$ cat config.mk
export PLATFORM = sky130hd
export DESIGN_NAME = mrd_sink_wr_ctrl
export DESIGN_NICKNAME = d
export VERILOG_FILES = /design/src/rtl/mrd_sink_wr_ctrl.sv
export SDC_FILE = /design/constraint.sdc
export NUM_CORES = 1
export LEC_CHECK = 0
export ABC_CLOCK_PERIOD_IN_PS = 4130
export BUFFER_PORTS_ARGS = -buffer_cell sky130_fd_sc_hd__buf_2
export CAP_MARGIN = 20
export CORE_MARGIN = 1.5
export CORE_UTILIZATION = 53
export DETAILED_ROUTE_END_ITERATION = 8
export PLACE_DENSITY = 0.85
export SLEW_MARGIN = 20
export SYNTH_ARGS = -nofsm -noshare
export SYNTH_HDL_FRONTEND = slang
export SYNTH_SLANG_ARGS = --single-unit
$ cat constraint.sdc
create_clock -name clk_i -period 4.13 [get_ports clk_i]
set_input_delay 0.6195 -clock clk_i [delete_from_list [all_inputs] [get_ports clk_i]]
set_output_delay 0.6195 -clock clk_i [all_outputs]
set_load 0.05 [all_outputs]
$ cat src/rtl/mrd_sink_wr_ctrl.sv
// Sink-side write controller for the parallel-2 mixed-radix DFT memory.
// Maps natural-order sample n to bank n mod 7, address n div 7, two samples per beat.
module mrd_sink_wr_ctrl #(
    parameter int DW = 16,
    parameter int AW = 8
) (
    input  logic                      clk_i,
    input  logic                      rst_i,
    input  logic [2:0]                fsm_i,
    input  logic [11:0]               dftpts_i,
    input  logic                      in_valid_i,
    input  logic                      in_sop_i,
    input  logic                      in_eop_i,
    input  logic [0:1][2*DW-1:0]      in_data_i,
    output logic [0:6]                wren_o,
    output logic [0:6][AW-1:0]        wraddr_o,
    output logic [0:6][2*DW-1:0]      wrdata_o,
    output logic                      sink_ongoing_o,
    output logic                      sink_end_o,
    output logic                      err_frame_o
);

    localparam logic [2:0] SINK = 3'd1;

    typedef enum logic [1:0] {
        IDLE,
        WAIT_SOP,
        RECV,
        DONE
    } state_e;

    state_e                  state_q, state_d;
    logic [2:0]              idx_q, idx_d;
    logic [AW-1:0]           baddr_q, baddr_d;
    logic [10:0]             cnt_q, cnt_d;
    logic [10:0]             tgt_q, tgt_d;
    logic [0:6]              wren_q, wren_d;
    logic [0:6][AW-1:0]      wraddr_q, wraddr_d;
    logic [0:6][2*DW-1:0]    wrdata_q, wrdata_d;
    logic                    end_q, end_d;
    logic                    err_q, err_d;

    logic                    restart;
    logic                    take;
    logic                    last;
    logic                    wrap;
    logic [2:0]              ia, ib;
    logic [AW-1:0]           aa, ab;
    logic [3:0]              isum, iwrap;
    logic [10:0]             beat, tgt;

    // A sop beat always restarts addressing, whether it opens or re-opens a frame.
    assign restart = in_valid_i && in_sop_i &&
                     (state_q == WAIT_SOP || state_q == RECV);
    assign take    = in_valid_i && (restart || state_q == RECV);
    assign ia      = restart ? 3'd0 : idx_q;
    assign aa      = restart ? '0 : baddr_q;
    assign beat    = restart ? 11'd1 : cnt_q + 11'd1;
    assign tgt     = restart ? {1'b0, dftpts_i[11:1]} : tgt_q;
    assign ib      = (ia == 3'd6) ? 3'd0 : ia + 3'd1;
    assign ab      = aa + {{(AW-1){1'b0}}, (ia == 3'd6)};
    assign isum    = {1'b0, ia} + 4'd2;
    assign iwrap   = isum - 4'd7;
    assign wrap    = (isum >= 4'd7);
    assign last    = (beat == tgt);

    always_comb begin
        state_d  = state_q;
        idx_d    = idx_q;
        baddr_d  = baddr_q;
        cnt_d    = cnt_q;
        tgt_d    = tgt_q;
        wren_d   = '0;
        wraddr_d = wraddr_q;
        wrdata_d = wrdata_q;
        end_d    = 1'b0;
        err_d    = 1'b0;
        if (fsm_i != SINK) begin
            state_d = IDLE;
            idx_d   = '0;
            baddr_d = '0;
            cnt_d   = '0;
            tgt_d   = '0;
        end else begin
            unique case (state_q)
                IDLE: state_d = WAIT_SOP;
                WAIT_SOP, RECV: begin
                    if (take) begin
                        wren_d[ia]   = 1'b1;
                        wren_d[ib]   = 1'b1;
                        wraddr_d[ia] = aa;
                        wraddr_d[ib] = ab;
                        wrdata_d[ia] = in_data_i[0];
                        wrdata_d[ib] = in_data_i[1];
                        cnt_d        = beat;
                        tgt_d        = tgt;
                        idx_d        = wrap ? iwrap[2:0] : isum[2:0];
                        baddr_d      = aa + {{(AW-1){1'b0}}, wrap};
                        state_d      = RECV;
                        err_d        = restart && (state_q == RECV);
                        if (last || in_eop_i) begin
                            state_d = DONE;
                            end_d   = 1'b1;
                            if (!(last && in_eop_i)) err_d = 1'b1;
                        end
                    end
                end
                DONE: state_d = DONE;
                default: state_d = IDLE;
            endcase
        end
    end

    always_ff @(posedge clk_i) begin
        if (rst_i) begin
            state_q  <= IDLE;
            idx_q    <= '0;
            baddr_q  <= '0;
            cnt_q    <= '0;
            tgt_q    <= '0;
            wren_q   <= '0;
            wraddr_q <= '0;
            wrdata_q <= '0;
            end_q    <= 1'b0;
            err_q    <= 1'b0;
        end else begin
            state_q  <= state_d;
            idx_q    <= idx_d;
            baddr_q  <= baddr_d;
            cnt_q    <= cnt_d;
            tgt_q    <= tgt_d;
            wren_q   <= wren_d;
            wraddr_q <= wraddr_d;
            wrdata_q <= wrdata_d;
            end_q    <= end_d;
            err_q    <= err_d;
        end
    end

    assign wren_o         = wren_q;
    assign wraddr_o       = wraddr_q;
    assign wrdata_o       = wrdata_q;
    assign sink_end_o     = end_q;
    assign err_frame_o    = err_q;
    assign sink_ongoing_o = (state_q == RECV);

endmodule

==> run metrics <==
adder-cell area share of the yosys netlist 0.0169; Slew HR 0.293; WP data arrival ~4300 ps; Post-DP HPWL 35300 µm; share of the synthesized area in the top cell type 0.448; Pwr Total about 6.5 mW; Core Area 0.0269 mm²; die width approximately 170 µm; Final Hold Violating Endpoints 0; Synth area leader dfxtp_1; DR pass1 iterations 8; DRC 0; P per Cell Area approximately 370 mW/mm²; post-synthesis simple-gate area fraction 0.221; Clock Path Buffers 3; CP max-delay cell o21ai_4; WP buf/inv 4; Post-CTS Setup Repair Bufs 0; period utilization 0.943; synth top area cells dfxtp_1 45%, a221oi_1 13%, nor2_1 8.2%; Die Height roughly 170 µm; GRT Resource Usage Total 0.367; post-synthesis mux area share 0.0242; Synth top cells by count 324 x dfxtp_1, 316 x nor2_1, 236 x nor3_1; initial antenna violation count 0; hold crit path type primary input to flip-flop; Ports roughly 370; Leak Pwr about 7.3 nW; die area roughly 0.028 mm²; fin area between 0.015 and 0.02 mm²; post-route insts no fill ~2.4k; Antenna Cells 0; max incr delay on CP approximately 650 ps; share of cells above drive strength 1 0.258; crit path kind flip-flop to flip-flop; Nets roughly 2.1k; startpoint types flip-flop; fraction of registers with async set/reset 0; max-cap viol count 0; worst endpoint required time 4550 ps; Placed Area 0.0165 mm²; Post-synth EDFFs 0; row cnt 60; Peak VDD IR approximately 0.31 mV; Initial Util 0.539; via count about 16k; Final Max Tran Viols 0; register area share after synthesis 0.448; grt ovf 0; Detailed Route Iter0 Violations roughly 1.9k; first-pass GRT wire length 81800 µm; Synth Area per Inst approximately 8.4 µm²; syn_nets roughly 1.8k; Max Clock Freq about 260 MHz; run status finished, final reports clean; warning count from the yosys run 0; PortBufs roughly 370; clk_skew 16.4 ps; RSZ-0062 raised after global routing false; Compound-Gate Fraction of Synth Area 0.217; worst skew pair latency 520 ps; clock root buffer clkbuf_16; Cells after DPL around 2.3k; routability cong. 0.948; post-synthesis register bit count 324; cell area after synthesis approximately 0.014 mm²; H-tree lvl count 2; worst path cell trace inv_1, ha_1, nand3_2, nand2_1, inv_1, ha_1, nor2_1, o31ai_1, buf_4, and2_2, o21ai_4, buf_4, a221oi_1, nor3_1; average vias per placed instance about 6.6; # clock sinks about 320; CTS Buf Count 35; largest family of logic cells by synthesized area simple AND/OR/NAND/NOR gates; Synth Area in XOR/XNOR 0.0157; shortest period the worst path allows slightly below 4000 ps; post-route antenna net violation count 0; delay-heaviest family, CP simple AND/OR/NAND/NOR gates; Distinct cells, synth 64; Wirelength per Cell 23.2 µm; count leader, synth dfxtp_1; final WL approximately 54000 µm; worst-margin pin slew approximately 1100 ps; Fin Setup TNS 0 ps; CTS tree yes; vias in the first global route between 10k and 15k; Reg clk slew, reported paths 60 ps; Most used DFF post-synth dfxtp_1; largest net degree at the start of global routing ~170; Worst Path Max Fanout 20; fill count around 2.2k; CP endpoint kind flip-flop; Final setup viols 0; cell count after synthesis 1716; area grow syn2layout 22.1%
==> per-layer routing <==
layer / vias up / global-route usage / wire length (µm)
met5: - / 0 / 0
met4: 0 / 0.211 / 3120
met3: 239 / 0.0818 / 6430
met2: 1150 / 0.577 / 24200
met1: 7274 / 0.464 / 20700
li1: 6910 / - / -
==> where the power goes <==
part / internal (mW) / switching, mW / leakage, nW
sequential: 3.13 / 0.00140 / 2.61
clock: 1.87 / 1.29 / 0.569
combinational: 0.0491 / 0.161 / 4.13
total: 5.04 / 1.45 / 7.31
==> stage by stage <==
step	worst slack [ps]	utilization	hold WS, ps
after detailed placement	301	0.615	445
after CTS	279	0.658	341
after global routing	32.9	0.658	360
final	234	0.658	359
after floorplan	316	-	448
after global placement	368	0.615	443
==> kinds of logic (layout without fill, tap and decap cells) <==
kind of cell               Yosys count  in the layout
and+or+nand+nor                    715            715
AOI/OAI and AO/OA                  398            398
DFF                                324            324
buffers and inverters              199            494
muxes                               35             35
xor gates and xnor gates            26             26
adders and majority gates           19             19
==> registers in the layout (all words and copies together) (netlist names) <==
| signal | cells |
|---|---|
| err_frame_o | 1 |
| baddr_q | 8 |
| sink_end_o | 1 |
| idx_q | 3 |
| cnt_q | 11 |
| wrdata_o | 224 |
| wren_o | 7 |
| state_q | 2 |
| wraddr_o | 56 |
| tgt_q | 11 |
==> worst register-to-register path: stages, from the launching register on <==
cell and delay, ps:
dfxtp_1 390, inv_1 60, ha_1 380, nand3_2 200, nand2_1 140, inv_1 130, ha_1 270, nor2_1 390
o31ai_1 130, buf_4 160, and2_2 220, o21ai_4 650, buf_4 420, a221oi_1 100, nor3_1 170
==> layout make-up <==
| class | instances | area, µm² | area share |
|---|---|---|---|
| sequential | 324 | 6490 | 0.367 |
| tap | 341 | 427 | 0.0241 |
| timing repair buffer | 422 | 2300 | 0.130 |
| clock buffer | 48 | 1030 | 0.0581 |
| clock inverter | 13 | 124 | 0.00700 |
| multi-input combinational | 1193 | 7280 | 0.412 |
| inverter | 11 | 41.3 | 0.00233 |
==> path summary, 6_finish.rpt <==
check | slack [ps] | cells past startpoint | end | startpoint
worst max register to register | 230 | 14 | wrdata_o[134] | state_q[1]
worst max-delay path | 230 | 14 | wrdata_o[134] | state_q[1]
worst min-delay path | 360 | 3 | tgt_q[3] | dftpts_i[4]
worst min register to register | 450 | 2 | wraddr_o[51] | wraddr_o[51]
==> cell usage in the layout, fill, tap and decap left out, types with 5 or more instances in the layout <==
| cell type | n |
|---|---|
| buf_2 | 371 |
| nand3_1 | 19 |
| a32oi_1 | 6 |
| buf_4 | 45 |
| and2_2 | 5 |
| dfxtp_1 | 324 |
| clkinv_2 | 8 |
| inv_1 | 9 |
| a221oi_1 | 220 |
| a31o_2 | 6 |
| clkbuf_8 | 7 |
| a21oi_1 | 43 |
| nor2_1 | 316 |
| mux2i_1 | 35 |
| nor3_1 | 236 |
| nand4_1 | 7 |
| xor2_1 | 10 |
| xnor2_1 | 16 |
| ha_1 | 17 |
| and3_1 | 10 |
| a211oi_1 | 51 |
| or3_1 | 5 |
| nor4_1 | 6 |
| clkbuf_16 | 37 |
| a22o_1 | 6 |
| o21ai_0 | 19 |
| clkbuf_1 | 5 |
| nand2_1 | 77 |
==> timing repair <==
action                                  4_1_cts  5_1_grt
resized for setup                             0        1
hold buffers                                  0        0
endpoints found under the setup margin        0        2
Power figures use the tool's default switching activity.
